**config.mk**
```make
export PLATFORM = sky130hd
export DESIGN_NAME = token_doubler_arbiter
export DESIGN_NICKNAME = d
export VERILOG_FILES = /design/src/rtl/token_doubler_arbiter.sv
export SDC_FILE = /design/constraint.sdc
export NUM_CORES = 1
export LEC_CHECK = 0
export ABC_AREA = 1
export BUFFER_PORTS_ARGS = -buffer_cell sky130_fd_sc_hd__buf_2
export CORE_MARGIN = 8
export CORE_UTILIZATION = 25
export DETAILED_ROUTE_END_ITERATION = 12
export PLACE_DENSITY_LB_ADDON = 0.2
export SYNTH_ARGS = -nofsm -noshare
export SYNTH_HDL_FRONTEND = slang
export SYNTH_SLANG_ARGS = --single-unit
```
**constraint.sdc**
```tcl
create_clock -name clk -period 3.58 [get_ports clk]
set_clock_uncertainty 0.1 [all_clocks]
set_input_delay 0.179 -clock clk [delete_from_list [all_inputs] [get_ports clk]]
set_output_delay 0.179 -clock clk [all_outputs]
set_load 0.05 [all_outputs]
```
**src/rtl/token_doubler_arbiter.sv**
```systemverilog
// token_doubler_arbiter
//
// Round-robin owner of a single serial token-doubling datapath shared by N
// serial requesters. One requester at a time is granted. Its input stream is
// forwarded to the datapath and the doubled stream is routed back to it. The
// grant is released only after the stream ends and the datapath has drained
// (dp_b sampled 0). A datapath overflow resets the datapath for one cycle and
// latches a sticky per-requester error. That requester is then locked out
// until global reset.
//
// Ports
//   clk, rst     clock; synchronous active-high reset
//   req[N]       per-requester request level, held high for a whole stream
//   a_in[N]      per-requester serial token input
//   b_out[N]     doubled stream, only on the granted requester's bit
//   grant[N]     registered one-hot (or zero) grant
//   err[N]       sticky per-requester overflow flag
//   busy         controller not idle
//   dp_a         datapath token input
//   dp_rst       datapath reset
//   dp_b         datapath output (registered inside the datapath, lags dp_a by 1)
//   dp_overflow  datapath sticky overflow
module token_doubler_arbiter #(
    parameter int N       = 4,
    parameter int QUANTUM = 64,
    parameter int CNT_W   = 8
) (
    input  logic         clk,
    input  logic         rst,
    input  logic [N-1:0] req,
    input  logic [N-1:0] a_in,
    output logic [N-1:0] b_out,
    output logic [N-1:0] grant,
    output logic [N-1:0] err,
    output logic         busy,
    output logic         dp_a,
    output logic         dp_rst,
    input  logic         dp_b,
    input  logic         dp_overflow
);
    localparam int IDX_W = $clog2(N);
    localparam logic [CNT_W-1:0] QUANTUM_C = CNT_W'(QUANTUM);
    localparam logic [CNT_W-1:0] BEATS_MAX = '1;

    typedef enum logic [1:0] {IDLE, RUN, DRAIN, RECOVER} state_t;

    state_t             state, state_nxt;
    logic [N-1:0]       grant_q, grant_nxt;
    logic [N-1:0]       err_q, err_nxt;
    logic [IDX_W-1:0]   last_q, last_nxt;
    logic [CNT_W-1:0]   beats_q, beats_nxt;

    logic [N-1:0]       eligible;
    logic [IDX_W-1:0]   gidx;
    logic [IDX_W-1:0]   pick;
    logic [IDX_W-1:0]   cand;
    logic               found;
    logic               others;
    logic               preempt;

    assign eligible = req & ~err_q;
    assign err      = err_q;

    // Index of the current holder; only meaningful while grant_q is non-zero.
    always_comb begin
        gidx = '0;
        for (int i = 0; i < N; i++) begin
            if (grant_q[i]) gidx = IDX_W'(i);
        end
    end

    // Round-robin search starting just after the previous holder.
    always_comb begin
        pick  = '0;
        cand  = '0;
        found = 1'b0;
        for (int k = 1; k <= N; k++) begin
            cand = IDX_W'((int'(last_q) + k) % N);
            if (!found && eligible[cand]) begin
                pick  = cand;
                found = 1'b1;
            end
        end
    end

    // Another eligible requester is waiting behind the holder.
    assign others  = |(eligible & ~grant_q);
    // Preemption only ever lands on a 0 beat so a token is never split.
    assign preempt = (beats_q >= QUANTUM_C) && !a_in[gidx] && others;

    // State register
    always_ff @(posedge clk) begin
        if (rst) begin
            state   <= IDLE;
            grant_q <= '0;
            err_q   <= '0;
            last_q  <= IDX_W'(N - 1);
            beats_q <= '0;
        end else begin
            state   <= state_nxt;
            grant_q <= grant_nxt;
            err_q   <= err_nxt;
            last_q  <= last_nxt;
            beats_q <= beats_nxt;
        end
    end

    // Next-state logic
    always_comb begin
        state_nxt = state;
        grant_nxt = grant_q;
        err_nxt   = err_q;
        last_nxt  = last_q;
        beats_nxt = beats_q;
        case (state)
            IDLE: begin
                if (|eligible) begin
                    grant_nxt       = '0;
                    grant_nxt[pick] = 1'b1;
                    beats_nxt       = '0;
                    state_nxt       = RUN;
                end
            end
            RUN: begin
                if (beats_q != BEATS_MAX) beats_nxt = beats_q + 1'b1;
                if (dp_overflow) begin
                    err_nxt[gidx] = 1'b1;
                    grant_nxt     = '0;
                    last_nxt      = gidx;
                    state_nxt     = RECOVER;
                end else if (!req[gidx] || preempt) begin
                    state_nxt = DRAIN;
                end
            end
            DRAIN: begin
                // Request level is ignored here: the drain always completes.
                if (dp_overflow) begin
                    err_nxt[gidx] = 1'b1;
                    grant_nxt     = '0;
                    last_nxt      = gidx;
                    state_nxt     = RECOVER;
                end else if (!dp_b) begin
                    grant_nxt = '0;
                    last_nxt  = gidx;
                    state_nxt = IDLE;
                end
            end
            RECOVER: begin
                state_nxt = IDLE;
            end
            default: state_nxt = IDLE;
        endcase
    end

    // Output logic. Reset masks the registered outputs at once so the
    // datapath and requesters see a released bus in the reset cycle itself.
    always_comb begin
        grant  = grant_q;
        busy   = (state != IDLE);
        dp_a   = 1'b0;
        dp_rst = (state == RECOVER);
        b_out  = '0;
        case (state)
            RUN: begin
                dp_a  = a_in[gidx];
                b_out = grant_q & {N{dp_b}};
            end
            DRAIN: begin
                b_out = grant_q & {N{dp_b}};
            end
            default: ;
        endcase
        if (rst) begin
            grant  = '0;
            busy   = 1'b0;
            dp_a   = 1'b0;
            dp_rst = 1'b1;
            b_out  = '0;
        end
    end

endmodule

```
# Word-level counts from Yosys, hierarchy flattened
# Cells that the tools add are included.
[op_classes]
addsub = 5
n_mul = 0
n_div = 0
n_lt_le_gt_ge = 9
eq_ne = 9
shifts = 0
mux = 51
bitwise = 6
n_reduce_logical = 26
[ops]
columns = ["op", "count"]
rows = [
  ["$mux W2", 14],
  ["$mux W4", 7],
  ["$lt A2 B3 Y1 const B", 6],
  ["$mux W1", 16],
  ["$mux W8", 2],
  ["$pmux W8 S2", 1],
  ["$and A4 B4 Y4", 3],
  ["$bmux W1 S2", 6],
  ["$pmux W4 S3", 1],
  ["$reduce_and A3 Y1", 3],
  ["$add A8 B1 Y8 const B", 1],
  ["$ge A8 B7 Y1 const B", 1],
  ["$ne A8 B8 Y1 const B", 1],
  ["$not A4 Y4", 2],
  ["$pmux W2 S4", 1],
  ["$reduce_or A4 Y1", 2],
  ["$logic_and A1 B1 Y1", 7],
  ["$ne A2 B2 Y1 const B", 3],
  ["$ne A3 B3 Y1 const B", 2],
  ["$reduce_bool A2 Y1", 3],
  ["$logic_not A1 Y1", 5],
  ["$add A2 B1 Y2 const B", 2],
  ["$add A2 B2 Y2 const B", 2],
  ["$demux W1 S2", 2],
  ["other kinds (11)", 13],
]
[totals]
register_bits = 20
latchBits = 0
ramBits = 0
romBits = 0
in_bits = 12
memories = 0

# Longest topological paths before layout
# Gate-level depths: netlist of the first run.
[depth]
word_depth = 20
ltp_mapped = 13
depth_no_buf = 12

# Worst setup path after synthesis of the first run
# No wires, ideal clock.
[synth_timing]
path_type = "register to output"
startpoint = "register grant_q[3]"
endpoint = "output port b_out[3]"
arrival_ns = 1.968
t_required_ns = 3.301
path_slack_ns = 1.333
path_stages_with_launch = 5
path_buffers = 0
cell_sequence = "dfxtp_1 inv_1 nor2_1 inv_1 nor2_1"
[synth_between]
elab_chain_len = 3
[synth_rtl]
columns = ["item", "line_no", "text"]
rows = [
  ["from (decl)", "48", "logic [N-1:0] grant_q, grant_nxt;"],
  ["from (signal assigned)", "101", "grant_q <= grant_nxt;"],
  ["$and A4 B4 Y4", "166, 169", ""],
  ["$mux W4", "-", ""],
  ["$mux W4", "173", "if (rst) begin"],
  ["to (decl)", "32", "output logic [N-1:0] b_out,"],
]
# Every way passes these cells.

# Final worst setup path of the first run
[layout_timing]
startpoint = "register grant_q[3]"
endpoint = "output port dp_a"
[layout_between]
elab_chain_len = 5
[layout_rtl]
columns = ["item", "line_no", "text"]
rows = [
  ["$mux W2", "68", "if (grant_q[i]) gidx = IDX_W'(i);"],
  ["$bmux W1 S2", "165", "dp_a = a_in[gidx];"],
  ["$mux W1 (not written as such)", "165", ""],
  ["$mux W1", "163", "case (state)"],
  ["$mux W1", "173", ""],
  ["to (decl)", "36", "output logic dp_a,"],
]
# Every way passes these cells. The select of a mux whose other input is x is not followed.

==> impl_metrics.tcl, run 1 <==
set metrics [dict create \
    layout.core_utilization_pct 29.8 \
    place_congestion 0.828 \
    synth.ff_latch_count 20 \
    ys_warns 0 \
    fmax_mhz 502 \
    ff2ff_setup_slack_ns 1.66 \
    async_flop_share_pct 0 \
    pin_count_of_the_biggest_net_entering_global_routing 24 \
    synth_most_common_cell "nand2_1" \
    placement.io_buffers 26 \
    route.detailed.wl_per_inst_um 12.2 \
    fraction_of_the_cycle_the_final_worst_path_needs_pct 55.6 \
    rsz_0062_raised_after_global_routing "false" \
    drt_iter0_drc 174 \
    clkSlewWorstSetupHoldPaths_ns 0.08 \
    cp_data_arrival_time_ns 1.71 \
    netlist_top_cells_area "dfxtp_1 25%, nand2_1 14%, nand3_1 8.9%, nor2_1 6.2%, inv_1 6.0%" \
    drt_first_pass_iters 4 \
    flow.area_growth_from_synthesis_pct 17.7 \
    grtUsageTotal_pct 10.0 \
    routed-via-count 1598 \
    clock_net_sink_count 20 \
    yosysSeqAreaShare_pct 25.5 \
    post_synth_most_frequent_cells "60 x nand2_1, 28 x nand3_1, 26 x nor2_1, 25 x inv_1, 20 x dfxtp_1" \
    slew-limit-headroom_pct 67.0 \
    top_level_ports 27 \
    grt_pass1_vias 1581 \
    final-max-slew-violation-count 0 \
    power_switching_share_pct 53.4 \
    placed_cells 347 \
    critical-path-slowest-cell "dfxtp_1" \
    detailed_place_hpwl_um 3460 \
    post_layout_nonfiller_instances 351 \
    number_of_buffers_and_inverters_on_the_critical_path 2 \
    cts_repair_resize_count 0 \
    clock_power_share_pct 15.2 \
    synth.cell_area_um2 1570 \
    report.final.setup_viol 0 \
    synth_top_area_cell "dfxtp_1" \
    count_of_maximum_capacitance_violations 0 \
    fp.coreArea_um2 6200 \
    worst_hold_slack_ns 0.152 \
    synth_edf_count 0 \
    cts-buffers-inserted 3 \
    finalSetupTns_ns 0 \
    routed_via_density 4.55 \
    cell_class_contributing_the_biggest_share_of_worst_path_delay "simple AND/OR/NAND/NOR gates" \
    std_cell_rows 29 \
    rr_endpoint "grant_q[2]$_SDFFE_PP0P_" \
    postSynth.topFlopCell "dfxtp_1" \
    p_leak_nw 0.880 \
    maximum_clock_insertion_buffer_count 2 \
    internal_power_w 0.000705 \
    seq_power_share_pct 22.9 \
    total_switching_power_w 0.000807 \
    timing.hold.worst.class "input pin to register" \
    synth_cells 247 \
    hold_violations 0 \
    power.total_w 0.00151 \
    power.density_cell_area_nw_per_um2 816 \
    max_stage_delay_ns 0.37 \
    timing.critical_path.to "dp_a" \
    floorplan.die.height_um 95.3 \
    power.share.combinational_pct 62.0 \
    grt_first_pass_wirelength_um 7430 \
    diodes 0 \
    cts_tree "built" \
    run_status "complete, no violations" \
    clk_tree_root_cell "clkbuf_8" \
    syn_avg_cell_area_um2 6.37 \
    initial_core_util_pct 25.3 \
    post-route-drc-count 0 \
    timing.critical_path.depth 8 \
    worst_setup_path_end_kind "output pin" \
    timing.critical_path.from_type "register" \
    grt_overflow_total 0 \
    fin_nets 293 \
    finalWirelength_um 4280 \
    postCtsSetupBuffers 0 \
    biggest_fanout_along_the_worst_timing_path 6 \
    irDropWorstVdd_v 0.000290 \
    yosys.area.top_type_share_pct 25.5 \
    post_route_cells_drive_above_1_share_pct 22.3 \
    netlist-cell-type-count 32 \
    ctsHoldBuffers 0 \
    syn-num-nets 265 \
    critical_path.startpoint "grant_q[3]$_SDFFE_PP0P_" \
    worst_pin_slew_ns 0.492 \
    die_w_um 95.3 \
    initial_antenna_violation_count 0 \
    drtAntennaViolNets 0 \
    worst_skew_pair.late_latency_ns 0.26 \
    cts_max_level 1 \
    critical_path_rt_ns 3.30 \
    final.min_clock_period_ns 1.99 \
    worstPathCellList "inv_1 > nand2_2 > nor2_1 > nand2_1 > nand3_1 > nor2_2 > nor3_1 > buf_2" \
    r2r.worst_path.cells 9 \
    fp.dieArea_um2 9080 \
    regToRegStartpoint "state[1]$_SDFFE_PP0P_" \
    timing.setup.critical_path_class "register to output pin" \
]
## routing by layer
| layer | wire, um | vias to the layer above | track usage [%] | part of all wire [%] |
|---|---|---|---|---|
| met5 | 0 | - | 0 | 0 |
| met1 | 2400 | 692 | 14.6 | 56 |
| met4 | 38 | 0 | 2.86 | 0.89 |
| li1 | - | 862 | - | - |
| met3 | 146 | 2 | 1.73 | 3.4 |
| met2 | 1700 | 42 | 14.6 | 40 |
## final cells by class
| type | instances | area [um^2] |
|---|---|---|
| sequential | 20 | 400 |
| tap | 77 | 96.3 |
| multi-input combinational | 194 | 1030 |
| inverter | 30 | 125 |
| clock inverter | 1 | 30.0 |
| clock buffer | 3 | 41.3 |
| timing repair buffer | 26 | 130 |
| fill | 690 | 4350 |
## sequential cells by signal, indices dropped and copies added, names as in the netlist
register / count
beats_q: 8
state: 2
last_q: 2
err: 4
grant_q: 4
## cells by family after synthesis
group / synth area share (%)
buffers and inverters: 9.15
DFF: 25.5
and+or+nand+nor: 46.5
xor gates and xnor gates: 1.67
AOI/OAI and AO/OA: 12.4
adders and majority gates: 4.77
## worst min path at each step
stage | start | to | slack [ns] | cells after the start
3_5_place_dp | beats_q[7]$_SDFFE_PP0P_ | beats_q[7]$_SDFFE_PP0P_ | 0.41 | 2
6_report | dp_overflow | err[3]$_SDFFE_PP0P_ | 0.15 | 3
4_1_cts | dp_overflow | err[3]$_SDFFE_PP0P_ | 0.14 | 3
3_3_place_gp | beats_q[7]$_SDFFE_PP0P_ | beats_q[7]$_SDFFE_PP0P_ | 0.41 | 2
2_1_floorplan | rst | last_q[1]$_SDFFE_PP1P_ | 0.22 | 2
5_1_grt | dp_overflow | err[3]$_SDFFE_PP0P_ | 0.17 | 3
## through the flow
| stage | area (um^2) | worst slack (ns) |
|---|---|---|
| 3_5_place_dp | 1780 | 1.67 |
| 4_1_cts | 1850 | 1.56 |
| 6_report | 1850 | 1.59 |
| 3_3_place_gp | 1780 | 1.74 |
| 2_1_floorplan | 1570 | 1.33 |
| 5_1_grt | 1850 | 1.41 |
## worst reg2reg max path: stages, from the launching register on
cell      delay (ns)
dfxtp_1         0.44
inv_1           0.09
ha_1            0.25
inv_1           0.18
nor2_1          0.09
nor2_1          0.09
nand3b_1        0.20
nor2_2          0.18
nand3_1         0.11
o21bai_1        0.13
## power groups by stage
| stage | logic, W | registers, W | clock network (W) |
|---|---|---|---|
| finish | 0.000937 | 0.000346 | 0.000229 |
| global route | 0.00107 | 0.000361 | 0.000246 |
| CTS | 0.000944 | 0.000346 | 0.000235 |
| detailed placement | 0.000939 | 0.000351 | 0 |
| global placement | 0.000955 | 0.000353 | 0 |
| floorplan | 0.000753 | 0.000348 | 0 |
## layout by cell type (no fill, tap or decap), types with 2 or more instances in the layout
| master | synthesis | routed |
|---|---|---|
| nand2_1 | 60 | 60 |
| nand3_1 | 28 | 28 |
| nor2_1 | 26 | 26 |
| buf_2 | 0 | 26 |
| inv_1 | 25 | 25 |
| dfxtp_1 | 20 | 20 |
| a21oi_1 | 15 | 15 |
| o21ai_0 | 9 | 9 |
| nand3_2 | 9 | 9 |
| nand2_2 | 7 | 7 |
| nor3_1 | 6 | 6 |
| ha_1 | 6 | 6 |
| nand4_1 | 5 | 5 |
| nor2_2 | 4 | 4 |
| inv_2 | 4 | 4 |
| o21bai_1 | 3 | 3 |
| clkbuf_8 | 0 | 3 |
| or2_2 | 2 | 2 |
| xor2_1 | 2 | 2 |
(Power assumes the default switching activity.)
==> run 2, diff against run 1 <==
- ABC_AREA: 1 -> 0
- clock period: 3.58 -> 1.8 ns (I/O delays scaled with it)
==> impl_metrics.tcl, run 2 <==
set metrics [dict create \
    cts_max_level 1 \
    initial_core_util_pct 26.2 \
    final.min_clock_period_ns 1.90 \
    worst_skew_pair.late_latency_ns 0.25 \
    timing.hold.worst.start "dp_overflow" \
    finalWirelength_um 4070 \
    report.final.setup_viol 3 \
    finalSetupTns_ns -0.136 \
    synth.cell_area_um2 1350 \
    power.density_cell_area_nw_per_um2 1070 \
    route.detailed.wl_per_inst_um 13.4 \
    synth_most_common_cell "nor2_1" \
    slew-limit-headroom_pct 68.7 \
    regToRegStartpoint "grant_q[1]$_SDFFE_PP0P_" \
    fmax_mhz 526 \
    rsz_0062_raised_after_global_routing "true" \
    worstPathCellList "mux2_4 > a221o_1 > buf_4 > nor3b_4 > buf_6" \
    yosys.area.top_type_share_pct 29.8 \
    std_cell_rows 26 \
    worst_setup_path_end_kind "output pin" \
    drt_first_pass_iters 4 \
    fp.coreArea_um2 5140 \
    post_route_cells_drive_above_1_share_pct 42.9 \
    synth_edf_count 0 \
    cts_tree "built" \
    max_stage_delay_ns 0.35 \
    final_common_cell "buf_4" \
    synth_cells 169 \
    largest_reg_flops 8 \
    grt_pass1_vias 1319 \
    clk_tree_root_cell "clkbuf_8" \
    hold_violations 0 \
    run_status "finished, violations left" \
    netlist-cell-type-count 42 \
    cell_class_contributing_the_biggest_share_of_worst_path_delay "flip-flops" \
    biggest_fanout_along_the_worst_timing_path 2 \
    finish.instance_area_um2 1980 \
    register_with_the_highest_flop_count "beats_q" \
    synth.ff_latch_count 20 \
    syn-num-nets 187 \
    maximum_clock_insertion_buffer_count 2 \
    grtUsageTotal_pct 10.5 \
    drtAntennaViolNets 0 \
    fp.dieArea_um2 7980 \
    yosysSeqAreaShare_pct 29.8 \
    placement.io_buffers 26 \
    placed_cells 298 \
    clock_net_sink_count 20 \
    grt_overflow_total 0 \
    detailed_place_hpwl_um 3230 \
    worst_pin_slew_ns 0.467 \
    critical_path.startpoint "grant_q[1]$_SDFFE_PP0P_" \
    syn_avg_cell_area_um2 7.96 \
    final-max-slew-violation-count 0 \
    fin_nets 253 \
    number_of_buffers_and_inverters_on_the_critical_path 2 \
    ys_warns 0 \
    place_congestion 0.873 \
    timing.critical_path.from_type "register" \
    post-route-drc-count 0 \
    netlist_top_cells_area "dfxtp_1 30%, nor2_1 6.1%, ha_1 5.6%, mux2i_1 5.2%, nand2_1 4.7%" \
    irDropWorstVdd_v 0.000536 \
    postSynth.topFlopCell "dfxtp_1" \
    detailed_place.area_um2 1840 \
    diodes 0 \
    flow.area_growth_from_synthesis_pct 47.0 \
    timing.setup.critical_path_class "register to output pin" \
    critical-path-slowest-cell "dfxtp_2" \
    async_flop_share_pct 0 \
    layout_common_cells "44 x buf_4, 22 x nor2_1, 22 x buf_2" \
    post_layout_nonfiller_instances 303 \
    fraction_of_the_cycle_the_final_worst_path_needs_pct 106 \
    post_synth_most_frequent_cells "22 x nor2_1, 20 x dfxtp_1, 17 x nand2_1, 14 x inv_1, 10 x a21oi_1" \
    p_leak_nw 0.896 \
    failed_checks "setup timing" \
    ff2ff_setup_slack_ns -0.03 \
    routed-via-count 1414 \
    drt_iter0_drc 77 \
    critical_path_rt_ns 1.61 \
    clkSlewWorstSetupHoldPaths_ns 0.08 \
    grt_first_pass_wirelength_um 6530 \
    routed_via_density 4.67 \
    power.total_w 0.00211 \
    pin_count_of_the_biggest_net_entering_global_routing 21 \
    timing.hold.worst.class "input pin to register" \
    top_level_ports 27 \
    detailedPlace.worstSlack_ns -0.0323 \
    die_w_um 89.4 \
    finalWorstSetupSlack_ns -0.101 \
    synth_top_area_cell "dfxtp_1" \
    count_of_maximum_capacitance_violations 0 \
    floorplan.die.height_um 89.4 \
    cp_data_arrival_time_ns 1.71 \
    initial_antenna_violation_count 0 \
    cts-buffers-inserted 3 \
]
[run 2: changes by cell type after synthesis, sizes merged, moves of 6 or more]
cell / previous run / this run
nand2b: 0 / 9
a21oi: 16 / 10
nor2: 31 / 22
o21ai: 11 / 3
mux2i: 0 / 7
nor3: 6 / 0
nand3: 37 / 3
nand2: 68 / 17
inv: 29 / 14
[run 2: cell families (layout without fill, tap and decap cells)]
group                      Yosys count  after routing  share of synthesized area (%)
muxes                                8              8                           6.33
AOI/OAI and AO/OA                   36             36                           20.9
buffers and inverters               20             84                           6.14
DFF                                 20             20                           29.8
adders and majority gates            6              6                           5.58
and+or+nand+nor                     79             79                           31.3
[run 2: layer usage]
layer,track usage (%),part of all wire [%],vias to the layer above
li1,-,-,734
met1,13.9,49,659
met2,16.9,46,17
met3,1.93,3.6,4
met4,2.87,1.1,0
met5,0,0,-
[run 2: cell type report]
class,count,area (um^2)
Timing Repair Buffer,67,452
Multi-Input combinational cell,129,923
Sequential cell,20,418
Clock buffer,3,41.3
Inverter,14,55.1
Fill cell,552,3160
Tap cell,70,87.6
[run 2: timing repair]
action / in CTS / in global routing
hold buffers: 0 / 0
endpoints found under the hold margin: 0 / 0
endpoints found under the setup margin: 12 / 10
gates resized for setup: 9 / 18
pin swaps: 5 / 8
setup buffers: 2 / 0
[run 2: worst reg2reg max path, cell delays in order, from the launching register on]
cell	delay [ns]
dfxtp_2	0.35
mux2_4	0.29
a221o_1	0.35
o311ai_4	0.34
a311o_1	0.23
o41ai_2	0.06
[run 2: stage by stage]
stage	utilization (%)	hold slack [ns]
2_1_floorplan	-	0.190
5_1_grt	38.5	0.106
6_report	38.5	0.106
4_1_cts	37.4	0.101
3_3_place_gp	35.8	0.380
3_5_place_dp	35.8	0.368
[run 2: report_power, final]
part           leakage (nW)  internal (W)  switching (W)  total (W)
combinational         0.706      0.000565       0.000646    0.00121
clock                0.0216      0.000149       0.000150   0.000299
sequential            0.168      0.000524      0.0000774   0.000601
[run 2: final timing paths]
path | to | depth (start not counted)
setup reg to reg | state[1]$_SDFFE_PP0P_ | 5
hold / removal | err[3]$_SDFFE_PP0P_ | 3
setup / recovery | dp_a | 5
hold reg to reg | err[3]$_SDFFE_PP0P_ | 2
